File: src/rtl/uart_pkg.sv
// Shared definitions for the parametrised UART receiver: parity encodings,
// receiver state encoding and the default oversample divisor.
// 26 gives 115200 baud x16 oversampling from a 50 MHz clk (50e6/(16*115200) ~= 27 cycles).
package uart_pkg;

    // parity_mode encodings (2'b11 behaves as none)
    localparam logic [1:0] PAR_NONE = 2'b00;
    localparam logic [1:0] PAR_EVEN = 2'b01;
    localparam logic [1:0] PAR_ODD  = 2'b10;

    // Receiver state encoding, kept as plain constants for legacy compatibility
    typedef logic [2:0] rx_state_t;
    localparam rx_state_t ST_IDLE       = 3'd0;
    localparam rx_state_t ST_START      = 3'd1;
    localparam rx_state_t ST_DATA       = 3'd2;
    localparam rx_state_t ST_PARITY     = 3'd3;
    localparam rx_state_t ST_STOP       = 3'd4;
    localparam rx_state_t ST_BREAK_WAIT = 3'd5;

    localparam int DEFAULT_DIV = 26;

endpackage

File: src/rtl/uart_rx_tick_gen.sv
// Oversample tick generator: one-cycle tick every div+1 clk cycles while enabled.
// Latency: first tick div+1 cycles after clear; div=0 ticks every enabled cycle.
// Backpressure: none; counter holds its value while enable is low.
// Ports: clk, reset (async active-high), clear (restart count), enable, div, tick.
module uart_rx_tick_gen #(
    parameter int DIV_W = 16
) (
    input  logic             clk,
    input  logic             reset,
    input  logic             clear,
    input  logic             enable,
    input  logic [DIV_W-1:0] div,
    output logic             tick
);

    logic [DIV_W-1:0] cnt;

    assign tick = enable && (cnt == div);

    always_ff @(posedge clk or posedge reset) begin
        if (reset) begin
            cnt <= '0;
        end else if (clear) begin
            cnt <= '0;
        end else if (enable) begin
            cnt <= (cnt == div) ? '0 : cnt + 1'b1;
        end
    end

endmodule

File: src/rtl/uart_rx_param.sv
// Parametrised UART receiver: majority-vote sampling, runtime parity/stop/divisor, valid/ready out.
// Latency: word presented 1 clk after the final stop-bit vote (mid stop bit).
// Backpressure: one-word holding register; a frame completing while it is full is dropped (overrun pulse).
// Ports: clk, reset, baud_div, parity_mode, stop_bits, rx_in -> m_data/m_valid/m_ready,
//        frame_err, parity_err, overrun, busy.
// Optional: UART_RX_BREAK_DETECT_EN adds break_det and swallows all-zero frames as breaks.
module uart_rx_param
    import uart_pkg::*;
#(
    parameter int DATA_BITS  = 8,
    parameter int OVERSAMPLE = 16,
    parameter int VOTE_N     = 5,
    parameter int DIV_W      = 16
) (
    input  logic                 clk,
    input  logic                 reset,
    input  logic [DIV_W-1:0]     baud_div,
    input  logic [1:0]           parity_mode,
    input  logic                 stop_bits,
    input  logic                 rx_in,
    output logic [DATA_BITS-1:0] m_data,
    output logic                 m_valid,
    input  logic                 m_ready,
    output logic                 frame_err,
    output logic                 parity_err,
    output logic                 overrun,
    output logic                 busy
`ifdef UART_RX_BREAK_DETECT_EN
    ,
    output logic                 break_det
`endif
);

    localparam int OS_W    = $clog2(OVERSAMPLE);
    localparam int CNT_W   = $clog2(VOTE_N + 1);
    localparam int IDX_W   = $clog2(DATA_BITS);
    localparam int V_HALF  = VOTE_N / 2;
    localparam int V_FIRST = OVERSAMPLE / 2 - V_HALF;
    localparam int V_LAST  = OVERSAMPLE / 2 + V_HALF;

    // Synchroniser and edge detector all reset to idle-high
    logic [1:0] sync_q;
    logic       rx_s;
    logic       rx_prev;

    rx_state_t          state;
    logic [OS_W-1:0]    os_cnt;
    logic [CNT_W-1:0]   ones;
    logic [CNT_W-1:0]   ones_nxt;
    logic [IDX_W-1:0]   bit_idx;
    logic               stop_idx;
    logic [DATA_BITS-1:0] shreg;
    logic               par_bit;
    logic               fe_acc;
    logic               fin_fe;
    logic               fin_pe;
    logic               deliver_q;

    // Per-frame configuration, frozen at the start edge
    logic [DIV_W-1:0]   cfg_div;
    logic [1:0]         cfg_par;
    logic               cfg_two_stop;

`ifdef UART_RX_BREAK_DETECT_EN
    logic               all_zero;
    logic [OS_W-1:0]    hi_cnt;
`endif

    logic start_edge;
    logic tick;
    logic in_win;
    logic vote;
    logic vote_pt;
    logic bit_end;
    logic par_en;
    logic par_calc;
    logic par_err_calc;

    assign rx_s       = sync_q[1];
    assign start_edge = (state == ST_IDLE) && rx_prev && !rx_s;
    assign busy       = (state != ST_IDLE);

    uart_rx_tick_gen #(.DIV_W(DIV_W)) u_tick (
        .clk    (clk),
        .reset  (reset),
        .clear  (start_edge),
        .enable (busy),
        .div    (cfg_div),
        .tick   (tick)
    );

    assign in_win  = (os_cnt >= OS_W'(V_FIRST)) && (os_cnt <= OS_W'(V_LAST));
    assign vote_pt = (os_cnt == OS_W'(V_LAST));
    assign bit_end = (os_cnt == OS_W'(OVERSAMPLE - 1));

    // Vote includes the sample taken on the current (last window) tick
    always_comb begin
        ones_nxt = ones;
        if (in_win && rx_s) ones_nxt = ones + 1'b1;
    end
    assign vote = (ones_nxt > CNT_W'(V_HALF));

    assign par_en   = (cfg_par == PAR_EVEN) || (cfg_par == PAR_ODD);
    assign par_calc = (^shreg) ^ par_bit;

    always_comb begin
        par_err_calc = 1'b0;
        if (cfg_par == PAR_EVEN)     par_err_calc = par_calc;
        else if (cfg_par == PAR_ODD) par_err_calc = !par_calc;
    end

    always_ff @(posedge clk or posedge reset) begin
        if (reset) begin
            sync_q  <= 2'b11;
            rx_prev <= 1'b1;
        end else begin
            sync_q  <= {sync_q[0], rx_in};
            rx_prev <= rx_s;
        end
    end

    always_ff @(posedge clk or posedge reset) begin
        if (reset) begin
            state        <= ST_IDLE;
            os_cnt       <= '0;
            ones         <= '0;
            bit_idx      <= '0;
            stop_idx     <= 1'b0;
            shreg        <= '0;
            par_bit      <= 1'b0;
            fe_acc       <= 1'b0;
            fin_fe       <= 1'b0;
            fin_pe       <= 1'b0;
            deliver_q    <= 1'b0;
            cfg_div      <= '0;
            cfg_par      <= PAR_NONE;
            cfg_two_stop <= 1'b0;
`ifdef UART_RX_BREAK_DETECT_EN
            all_zero     <= 1'b0;
            hi_cnt       <= '0;
            break_det    <= 1'b0;
`endif
        end else begin
            deliver_q <= 1'b0;
`ifdef UART_RX_BREAK_DETECT_EN
            break_det <= 1'b0;
`endif
            if (start_edge) begin
                state        <= ST_START;
                os_cnt       <= '0;
                ones         <= '0;
                bit_idx      <= '0;
                stop_idx     <= 1'b0;
                fe_acc       <= 1'b0;
                cfg_div      <= baud_div;
                cfg_par      <= parity_mode;
                cfg_two_stop <= stop_bits;
`ifdef UART_RX_BREAK_DETECT_EN
                all_zero     <= 1'b1;
`endif
            end else if (tick) begin
                if (bit_end) begin
                    os_cnt <= '0;
                    ones   <= '0;
                end else begin
                    os_cnt <= os_cnt + 1'b1;
                    ones   <= ones_nxt;
                end
`ifdef UART_RX_BREAK_DETECT_EN
                if (vote_pt) all_zero <= all_zero & !vote;
`endif
                case (state)
                    ST_START: begin
                        // A start bit that votes high was noise: abandon the frame
                        if (vote_pt && vote) state <= ST_IDLE;
                        else if (bit_end)    state <= ST_DATA;
                    end
                    ST_DATA: begin
                        if (vote_pt) shreg <= {vote, shreg[DATA_BITS-1:1]};
                        if (bit_end) begin
                            if (bit_idx == IDX_W'(DATA_BITS - 1)) begin
                                bit_idx <= '0;
                                state   <= par_en ? ST_PARITY : ST_STOP;
                            end else begin
                                bit_idx <= bit_idx + 1'b1;
                            end
                        end
                    end
                    ST_PARITY: begin
                        if (vote_pt) par_bit <= vote;
                        if (bit_end) state   <= ST_STOP;
                    end
                    ST_STOP: begin
                        if (vote_pt) begin
                            if (cfg_two_stop && !stop_idx) begin
                                fe_acc <= fe_acc | !vote;
                            end else begin
                                // Leave mid-bit so a back-to-back start edge is not missed
                                fin_fe <= fe_acc | !vote;
                                fin_pe <= par_err_calc;
`ifdef UART_RX_BREAK_DETECT_EN
                                if (all_zero && !vote) begin
                                    state     <= ST_BREAK_WAIT;
                                    hi_cnt    <= '0;
                                    break_det <= 1'b1;
                                end else begin
                                    state     <= ST_IDLE;
                                    deliver_q <= 1'b1;
                                end
`else
                                state     <= ST_IDLE;
                                deliver_q <= 1'b1;
`endif
                            end
                        end else if (bit_end) begin
                            stop_idx <= 1'b1;
                        end
                    end
`ifdef UART_RX_BREAK_DETECT_EN
                    ST_BREAK_WAIT: begin
                        // Need one full bit time of continuous high before re-arming
                        if (!rx_s)                                    hi_cnt <= '0;
                        else if (hi_cnt == OS_W'(OVERSAMPLE - 1))     state  <= ST_IDLE;
                        else                                          hi_cnt <= hi_cnt + 1'b1;
                    end
`endif
                    default: state <= ST_IDLE;
                endcase
            end
        end
    end

    // Single-entry output register with overrun on a full, unaccepted slot
    always_ff @(posedge clk or posedge reset) begin
        if (reset) begin
            m_data     <= '0;
            m_valid    <= 1'b0;
            frame_err  <= 1'b0;
            parity_err <= 1'b0;
            overrun    <= 1'b0;
        end else begin
            overrun <= 1'b0;
            if (deliver_q) begin
                if (!m_valid || m_ready) begin
                    m_data     <= shreg;
                    frame_err  <= fin_fe;
                    parity_err <= fin_pe;
                    m_valid    <= 1'b1;
                end else begin
                    overrun <= 1'b1;
                end
            end else if (m_valid && m_ready) begin
                m_valid <= 1'b0;
            end
        end
    end

endmodule
File: config.mk
export PLATFORM = sky130hd
export DESIGN_NAME = uart_rx_param
export DESIGN_NICKNAME = d
export VERILOG_FILES = /design/src/rtl/uart_pkg.sv /design/src/rtl/uart_rx_tick_gen.sv /design/src/rtl/uart_rx_param.sv
export SDC_FILE = /design/constraint.sdc
export NUM_CORES = 1
export LEC_CHECK = 0
export ABC_AREA = 1
export BUFFER_PORTS_ARGS = -buffer_cell sky130_fd_sc_hd__buf_2
export CAP_MARGIN = 20
export CELL_PAD_IN_SITES_DETAIL_PLACEMENT = 1
export CELL_PAD_IN_SITES_GLOBAL_PLACEMENT = 2
export CORE_UTILIZATION = 32
export CTS_BUF_LIST = sky130_fd_sc_hd__clkbuf_16
export DETAILED_ROUTE_END_ITERATION = 7
export GPL_TIMING_DRIVEN = 0
export PLACE_DENSITY_LB_ADDON = 0.08
export SLEW_MARGIN = 30
export SYNTH_ARGS = -nofsm -noshare
export SYNTH_HDL_FRONTEND = slang
export SYNTH_SLANG_ARGS = --single-unit
File: constraint.sdc
create_clock -name clk -period 2.3 [get_ports clk]
set_clock_uncertainty 0.15 [all_clocks]
set_input_delay 0.345 -clock clk [delete_from_list [all_inputs] [get_ports clk]]
set_output_delay 0.345 -clock clk [all_outputs]
set_load 0.01 [all_outputs]
== Word level (Yosys, flattened, before mapping) ==
Index checks and enable logic that the tools add are counted.
Widths: inputs -> output; s select.

* Equal/unequal tests: 18
* $lt $le $gt $ge: 3
* Add/subtract/negate cells: 4
* Muxes and demuxes: 48
* Reductions and logical operators: 35
* Bitwise gates (word level): 4

{| class="wikitable"
|+ Operator list
! operator !! number
|-
| $mux 3 || 19
|-
| $mux 16 || 3
|-
| $mux 1 || 22
|-
| $add 16x1->16 const B || 1
|-
| $eq 16x16->1 || 1
|-
| $reduce_and 4->1 || 4
|-
| $reduce_bool 2->1 || 8
|-
| $ne 3x3->1 const B || 5
|-
| $mux 4 || 3
|-
| $pmux 3 s4 || 1
|-
| $eq 4x4->1 const B || 2
|-
| $logic_and 1x1->1 || 8
|-
| $reduce_xor 8->1 || 1
|-
| $reduce_and 7->1 || 1
|-
| $add 3x1->3 const B || 2
|-
| $eq 3x2->1 const B || 2
|-
| $eq 3x3->1 const B || 2
|-
| $logic_not 1->1 || 5
|-
| $reduce_and 5->1 || 1
|-
| $add 4x1->4 const B || 1
|-
| $ge 4x3->1 const B || 1
|-
| $le 4x4->1 const B || 1
|-
| $ne 4x4->1 const B || 1
|-
| $reduce_and 2->1 || 2
|-
| other kinds (13) || 15
|}

* Word-level logic and storage cells: 134
* Output and inout bits: 13
* Input bits: 23
* Bits in registers: 77

== Longest topological paths before layout ==
Gate-level depths: netlist (run 1).

* Depth after elaboration: 12
* Gate-level depth with buffers: 14
* Gate-level depth less buffers: 14

== Modules after synthesis ==
A second synthesis (run 1) with hierarchy kept.

* Cells, all modules: 514
* Area, all modules: 4016.4 um^2

{| class="wikitable"
|+ By module, submodules not included
! module !! cells each !! area each (um^2) !! sequential area each (um^2) !! instances
|-
| uart_rx_param || 311 || 2792.7 || 1530.2 || 1
|-
| uart_rx_tick_gen || 203 || 1223.7 || 400.4 || 1
|}

== Least setup slack after synthesis (run 1) ==
Ideal clock, no wire load.

* Kind: flip-flop to flip-flop
* From: register os_cnt[0]
* To: register state[2]
* Arrival time: 1.519 ns
* Buffers on the path: 0
* Setup slack: 0.515 ns
* Stages on the path, launching flop included: 15
* Period minus slack after synthesis: 1.785 ns
* Cells stage by stage: dfrtp_1 -> inv_2 -> ha_1 -> nand2_1 -> nand3_1 -> nand2_2 -> nand2_1 -> nand2_1 -> nand2_1 -> nand2_1 -> nand2_1 -> nand3_2 -> nand2_1 -> nand2_1 -> nand2_1

* Word-level cells in the longest chain between the ends: 10

{| class="wikitable"
|+ RTL lines
! what !! RTL line !! RTL
|-
| start: declaration || uart_rx_param.sv:47 || <nowiki>logic [OS_W-1:0] os_cnt;</nowiki>
|-
| start signal: assignment || uart_rx_param.sv:166 || <nowiki>os_cnt <= os_cnt + 1'b1;</nowiki>
|-
| $ge 4x3->1 or $le 4x4->1 (tied branches) || uart_rx_param.sv:92 || <nowiki>assign in_win = (os_cnt >= OS_W'(V_FIRST)) && (os_cnt <= OS_W'(V_LAST));</nowiki>
|-
| $logic_and 1x1->1 || uart_rx_param.sv:92 ||
|-
| $logic_and 1x1->1 || uart_rx_param.sv:99 || <nowiki>if (in_win && rx_s) ones_nxt = ones + 1'b1;</nowiki>
|-
| $mux 3 || uart_rx_param.sv:99 ||
|-
| $gt 3x2->1 || uart_rx_param.sv:101 || <nowiki>assign vote = (ones_nxt > CNT_W'(V_HALF));</nowiki>
|-
| $logic_and 1x1->1 || uart_rx_param.sv:175 || <nowiki>if (vote_pt && vote) state <= ST_IDLE;</nowiki>
|-
| $mux 3 || uart_rx_param.sv:175 ||
|-
| $pmux 3 s4 || uart_rx_param.sv:172 || <nowiki>case (state)</nowiki>
|-
| $mux 3 || uart_rx_param.sv:161 || <nowiki>end else if (tick) begin</nowiki>
|-
| $mux 3 || uart_rx_param.sv:148 || <nowiki>if (start_edge) begin</nowiki>
|-
| end signal: assignment || uart_rx_param.sv:183 || <nowiki>state <= par_en ? ST_PARITY : ST_STOP;</nowiki>
|-
| end: declaration || uart_rx_param.sv:46 || <nowiki>rx_state_t state;</nowiki>
|}

Several ways; a longest one is shown, not always the timed one. The select of a mux whose other input is x is not followed.
A chain may end at the register's enable or synchronous reset.

== Worst setup path in the final report (run 1) ==
* From: register u_tick.cnt[9]
* To: register u_tick.cnt[7]

* Word-level cells in the longest chain between the ends: 4

{| class="wikitable"
|+ RTL lines
! what !! RTL line !! RTL
|-
| start: declaration || uart_rx_tick_gen.sv:16 || <nowiki>logic [DIV_W-1:0] cnt;</nowiki>
|-
| start signal: assignment || uart_rx_tick_gen.sv:26 || <nowiki>cnt <= (cnt == div) ? '0 : cnt + 1'b1;</nowiki>
|-
| $eq 16x16->1 || uart_rx_tick_gen.sv:26 ||
|-
| $mux 16 || uart_rx_tick_gen.sv:26 ||
|-
| $mux 16 || uart_rx_tick_gen.sv:25 || <nowiki>end else if (enable) begin</nowiki>
|-
| $mux 16 || uart_rx_tick_gen.sv:23 || <nowiki>end else if (clear) begin</nowiki>
|}

No other way between the ends. The select of a mux whose other input is x is not followed.

==> results_dict.tcl, run 1 <==
set metrics [dict create \
    critical_path_arrival_ns 2.16 \
    critPathKind "reg2reg" \
    worst_pin_slew_ns 0.5220 \
    totalWireLength_um 10080 \
    synth_edf_count 0 \
    crit_end "u_tick.cnt[7]$_DFFE_PP0P_" \
    setup.worst_path.start_class "flip-flop" \
    fp.dieArea_um2 12690 \
    die_w_um 112.6 \
    p_sw_mw 1.521 \
    grt_pass1_vias 3462 \
    place.gp.congestion 0.7164 \
    post-cts-setup-buffers 0 \
    nets 563 \
    cpLargestDelayFamily "simple AND/OR/NAND/NOR gates" \
    cts_max_path_buffers 2 \
    initial_utilization_pct 32.75 \
    p_seq_share_pct 40.4 \
    yosysMostFrequentCell "nand2_1" \
    antenna_found_initial 0 \
    drc 0 \
    synth_seq_area_share_pct 49.28 \
    p_leak_nw 2.294 \
    synth_nets 512 \
    syn_to_final_growth_pct 19.04 \
    drtIter0Drc 104 \
    grt_overflow_total 0 \
    synthTopCellsByArea "dfrtp_1, nand2_1, o21ai_0" \
    htree_levels 3 \
    synthDistinctLibCells 39 \
    grt_pass1_wl_um 17480 \
    pwr-share-clk_pct 32.1 \
    crit_slowest_cell "dfrtp_1" \
    p_total_mw 4.303 \
    slew_viol_final 0 \
    avgSynthCellArea_um2 8.145 \
    worstRegToRegCells 10 \
    synth.largest_area_cell "dfrtp_1" \
    io_pins 36 \
    fmax_ghz 0.4720 \
    cp.depth 10 \
    end_kind "flip-flop" \
    hpwl_um 7486 \
    power_frac_comb_pct 27.4 \
    synthArstFlopShare_pct 100.0 \
    finalCritPeriodShare_pct 92.12 \
    ys.flop_type "dfrtp_1" \
    grt_usage_pct 18.11 \
    worstPathMaxFanout 7 \
    crit_top_cell "nand2_1" \
    worstSkewPairLatency_ns 0.34 \
    path_clk_slew_ns 0.06 \
    drt_pass1_iterations 4 \
    hold_class "in2reg" \
    setup_tns_ns 0 \
    r2r-end "u_tick.cnt[7]$_DFFE_PP0P_" \
    synth_seq_cells 77 \
    whs_path_depth 3 \
    path_cells "inv_1, nand2_1, a21oi_1, nand2_1, nor2_4, nand2_2, nand2_1, inv_2, nand3_1, o21ai_0" \
    cts_tree "built" \
    cts-root-buf "clkbuf_16" \
    postSynthCellCount 481 \
    num_antenna_cells 0 \
    die_h_um 112.6 \
    max_cap_violations 0 \
    layout_min_cycle_time_ns 2.119 \
    vias 3252 \
    crit_start "u_tick.cnt[9]$_DFFE_PP0P_" \
    crit_buf_inv 2 \
    max-slew-margin-rel_pct 65.20 \
    fp.coreArea_um2 11960 \
    drive_gt1_share_pct 18.06 \
    finalNonFillerCells 684 \
    postRouteAntennaNets 0 \
    wl_per_cell_um 14.74 \
    yosys-top-cells-count "nand2_1, dfrtp_1, inv_1" \
    grt_max_degree 25 \
    synth_area_um2 3918 \
    rsz0062_at_grt "no" \
    row_count 40 \
    cp.required_ns 2.35 \
    status "complete, no violations" \
    setup_viol 0 \
    clock_sinks 77 \
    drt-vias-per-instance 4.754 \
    final_hold_viol_count 0 \
    yosys_warnings 0 \
    numCtsBuffers 9 \
    switching_share_pct 35.34 \
    cpPeakStageDelay_ns 0.43 \
    placed_cells 666 \
    ir_worst_vdd_v 0.0004631 \
    synth_top_area_share_pct 47.27 \
    rrSetupSlack_ns 0.18 \
    power.density_nw_per_um2 922.8 \
    internal_power_mw 2.783 \
    reg2reg_from "u_tick.cnt[9]$_DFFE_PP0P_" \
    io_buffers 35 \
]
-- through the flow --
stage                     setup WS [ns]  area (um^2)  utilization, %  hold slack [ns]
final                            0.1811         4663           38.99          0.05884
after global routing           0.005400         4663           38.99          0.05980
after CTS                        0.1151         4652           38.89          0.04467
after detailed placement         0.1185         4348           36.35           0.1984
after global placement           0.1282         4280           35.78           0.1958
after floorplan                  0.5148         3921               -           0.1952
-- cells by family (layout without fill, tap and decap cells) --
kind of cell | after synthesis | in the layout | synth area share (%)
and+or+nand+nor | 230 | 230 | 25.81
DFF | 77 | 77 | 49.28
AOI/OAI and AO/OA | 74 | 74 | 10.70
buffers and inverters | 73 | 129 | 7.282
xor gates and xnor gates | 17 | 17 | 3.801
adders and majority gates | 8 | 8 | 2.555
muxes | 2 | 2 | 0.5749
-- flip-flops by register name, indices dropped and copies added (netlist names), 2 cells and up --
signal,cells
cfg_par,2
m_data,8
ones,3
cfg_div,16
sync_q,2
u_tick.cnt,16
bit_idx,3
shreg,8
os_cnt,4
state,3
-- worst min-delay path: stages --
cell and delay [ns]:
buf_2 0.08, nand2_1 0.04, nand2_1 0.05
-- routing by layer --
layer	routed length [um]	up-vias	GRT usage, %
met3	257	10	3.726
met4	156	0	6.844
met1	4580	1578	22.08
li1	-	1633	-
met5	0	-	0
met2	5087	31	31.44
-- worst min-delay path by stage --
stage	start	end	slack [ns]
after global placement	sync_q[0]$_DFF_PP1_	sync_q[1]$_DFF_PP1_	0.20
after CTS	baud_div[6]	cfg_div[6]$_DFFE_PP0P_	0.04
after floorplan	sync_q[0]$_DFF_PP1_	sync_q[1]$_DFF_PP1_	0.20
after detailed placement	reset	ones[1]$_DFFE_PP0N_	0.20
final	baud_div[4]	cfg_div[4]$_DFFE_PP0P_	0.06
after global routing	baud_div[10]	cfg_div[10]$_DFFE_PP0P_	0.06
-- final cells by class --
type / instances / area [um^2]
Fill cell: 1476 / 7298
Sequential cell: 77 / 1932
Multi-Input combinational cell: 331 / 1710
Timing Repair Buffer: 40 / 262.8
Inverter: 65 / 247.7
Clock buffer: 9 / 225.2
Tap cell: 147 / 183.9
Clock inverter: 7 / 58.81
Buffer: 8 / 42.54
-- power by group through the flow --
stage / combinational (mW) / sequential (mW) / clock [mW]
after floorplan: 0.835 / 1.72 / 0
after global placement: 1.16 / 1.76 / 0
after detailed placement: 1.20 / 1.76 / 0
after CTS: 1.22 / 1.74 / 1.44
after global routing: 1.36 / 1.77 / 1.49
final: 1.18 / 1.74 / 1.38
-- layout by cell type (no fill, tap or decap), types with 4 or more instances in the layout --
cell type,synthesis,routed
inv_1,57,58
nor2_1,27,26
inv_2,8,8
nor2_2,5,6
nand4_1,5,5
ha_1,8,8
xnor2_1,4,4
dfrtp_1,74,73
o21ai_1,5,4
clkbuf_16,0,9
o22ai_1,7,7
nand3_1,18,18
buf_2,3,38
a21oi_1,6,6
nand2_2,4,5
o21ai_0,45,45
xor2_1,13,13
nor3_1,6,6
nand2_1,151,150
-- what timing repair did --
item                                    4_1_cts  5_1_grt
hold buffers                                  2        0
resized for setup                             0        6
endpoints found under the setup margin        0        5
hold endpoints to repair                     10        0
Note: power is estimated with default switching activity, not from simulation.
==> run 2: changes to the inputs <==
--- a/config.mk
+++ b/config.mk
@@ -14,6 +14,7 @@
 export CTS_BUF_LIST = sky130_fd_sc_hd__clkbuf_16
 export DETAILED_ROUTE_END_ITERATION = 7
 export GPL_TIMING_DRIVEN = 0
+export HOLD_SLACK_MARGIN = 0.12
 export PLACE_DENSITY_LB_ADDON = 0.08
 export SLEW_MARGIN = 30
 export SYNTH_ARGS = -nofsm -noshare
==> run 2 against run 1 <==
Via count increased by 2.2%. Combinational power barely moved. Cell count grew 2.9%. Die area is the same. Clock power barely moved. Worst setup slack improved by 0.0049 ns. Sequential power is essentially flat. Flip-flop and latch count did not move. Register-to-register slack barely moved. Total power is 0.73% higher. Critical path depth is the same.
==> results_dict.tcl, run 2 (synthesis results as in run 1) <==
set metrics [dict create \
    setup.worst_path.start_class "flip-flop" \
    nets 583 \
    row_count 40 \
    fmax_ghz 0.4730 \
    rsz0062_at_grt "no" \
    layout_min_cycle_time_ns 2.114 \
    utilization_pct 40.66 \
    cpLargestDelayFamily "simple AND/OR/NAND/NOR gates" \
    num_antenna_cells 0 \
    totalWireLength_um 10300 \
    cts_tree "built" \
    fp.coreArea_um2 11960 \
    cp.required_ns 2.34 \
    worstPathMaxFanout 7 \
    ir_worst_vdd_v 0.0004634 \
    drc 0 \
    vias 3325 \
    max_cap_violations 0 \
    hold_class "reg2reg" \
    worst_pin_slew_ns 0.5319 \
    end_kind "flip-flop" \
    place.gp.congestion 0.7164 \
    htree_levels 3 \
    fp.dieArea_um2 12690 \
    grt_usage_pct 18.49 \
    io_pins 36 \
    finalCritPeriodShare_pct 91.91 \
    drt-vias-per-instance 4.723 \
    clock_sinks 77 \
    syn_to_final_growth_pct 24.15 \
    hpwl_um 7486 \
    crit_slowest_cell "dfrtp_1" \
    crit_buf_inv 2 \
    max-slew-margin-rel_pct 64.54 \
    final_hold_viol_count 0 \
    status "complete, no violations" \
    path_cells "inv_1, nand2_1, a21oi_1, nand2_1, nor2_4, nand2_2, nand2_1, inv_2, nand3_1, o21ai_0" \
    io_buffers 35 \
    grt_pass1_vias 3556 \
    die_h_um 112.6 \
    grt_max_degree 25 \
    cts_max_path_buffers 2 \
    die_w_um 112.6 \
    layout_commonest_cell "nand2_1" \
    postRouteAntennaNets 0 \
    path_clk_slew_ns 0.06 \
    cpPeakStageDelay_ns 0.43 \
    critPathKind "reg2reg" \
    p_leak_nw 2.378 \
    drive_gt1_share_pct 17.41 \
    top_regs "cfg_div (16), u_tick.cnt (16)" \
    worstSkewPairLatency_ns 0.34 \
    crit_top_cell "nand2_1" \
    grt_pass1_wl_um 17860 \
    numCtsBuffers 9 \
    setup_viol 0 \
    wl_per_cell_um 14.63 \
    grt_overflow_total 0 \
    power.density_nw_per_um2 891.2 \
    postLayoutCellArea_um2 4863 \
    drt_pass1_iterations 4 \
    setup_tns_ns 0 \
    cts-root-buf "clkbuf_16" \
    critical_path_arrival_ns 2.16 \
    slew_viol_final 0 \
    drtIter0Drc 104 \
    placed_area_um2 4348 \
    layout_common_cells "nand2_1, dfrtp_1, inv_1" \
    antenna_found_initial 0 \
    initial_utilization_pct 32.75 \
]
==> run 2: power breakdown <==
group	leakage (nW)	internal [mW]	total (mW)	switching [mW]
clock network	0.145	0.825	1.39	0.562
logic	1.21	0.402	1.21	0.806
registers	1.03	1.58	1.74	0.161
total	2.38	2.81	4.33	1.53
==> run 2: stage by stage <==
stage / total power, mW / worst slack (ns) / hold WS [ns] / cells
finish: 4.335 / 0.1860 / 0.2066 / 704
detailed placement: 2.966 / 0.1185 / 0.1984 / 666
CTS: 4.426 / 0.1151 / 0.2071 / 704
floorplan: 2.552 / 0.5148 / 0.1952 / 481
global placement: 2.914 / 0.1282 / 0.1958 / 663
global route: 4.654 / 0.005400 / 0.2131 / 704
==> run 2: layout make-up <==
type / count / area, um^2
Sequential cell: 77 / 1932
Tap cell: 147 / 183.9
Inverter: 65 / 247.7
Timing Repair Buffer: 60 / 462.9
Clock inverter: 7 / 58.81
Buffer: 8 / 42.54
Fill cell: 1467 / 7098
Clock buffer: 9 / 225.2
Multi-Input combinational cell: 331 / 1710
==> run 2: what timing repair did <==
item | 4_1_cts | 5_1_grt
resized for setup | 0 | 6
hold endpoints to repair | 30 | 0
hold buffers | 22 | 0
setup buffers | 0 | 0
setup endpoints to repair | 0 | 5
==> run 2: per-layer routing <==
layer	wire [um]	GRT usage [%]	share of wire, %	up-vias
li1	-	-	-	1676
met1	4681	22.39	45	1609
met2	5224	32.39	51	30
met3	241	3.726	2.3	10
met4	156	6.844	1.5	0
met5	0	0	0	-
==> run 2: final timing paths <==
check / endpoint / slack (ns) / from / cells past startpoint
min reg2reg: sync_q[1]$_DFF_PP1_ / 0.21 / sync_q[0]$_DFF_PP1_ / 0
max reg2reg: u_tick.cnt[7]$_DFFE_PP0P_ / 0.19 / u_tick.cnt[9]$_DFFE_PP0P_ / 10
max: u_tick.cnt[7]$_DFFE_PP0P_ / 0.19 / u_tick.cnt[9]$_DFFE_PP0P_ / 10
min in group asynchronous: ones[1]$_DFFE_PP0N_ / 0.39 / reset / 3
max in group asynchronous: rx_prev$_DFF_PP1_ / 1.10 / reset / 4
min: sync_q[1]$_DFF_PP1_ / 0.21 / sync_q[0]$_DFF_PP1_ / 0
==> run 2: worst reg2reg max path, stage by stage, from the launching register on <==
cell	delay [ns]
dfrtp_1	0.43
inv_1	0.12
nand2_1	0.06
a21oi_1	0.15
nand2_1	0.10
nor2_4	0.15
nand2_2	0.12
nand2_1	0.32
inv_2	0.15
nand3_1	0.11
o21ai_0	0.10
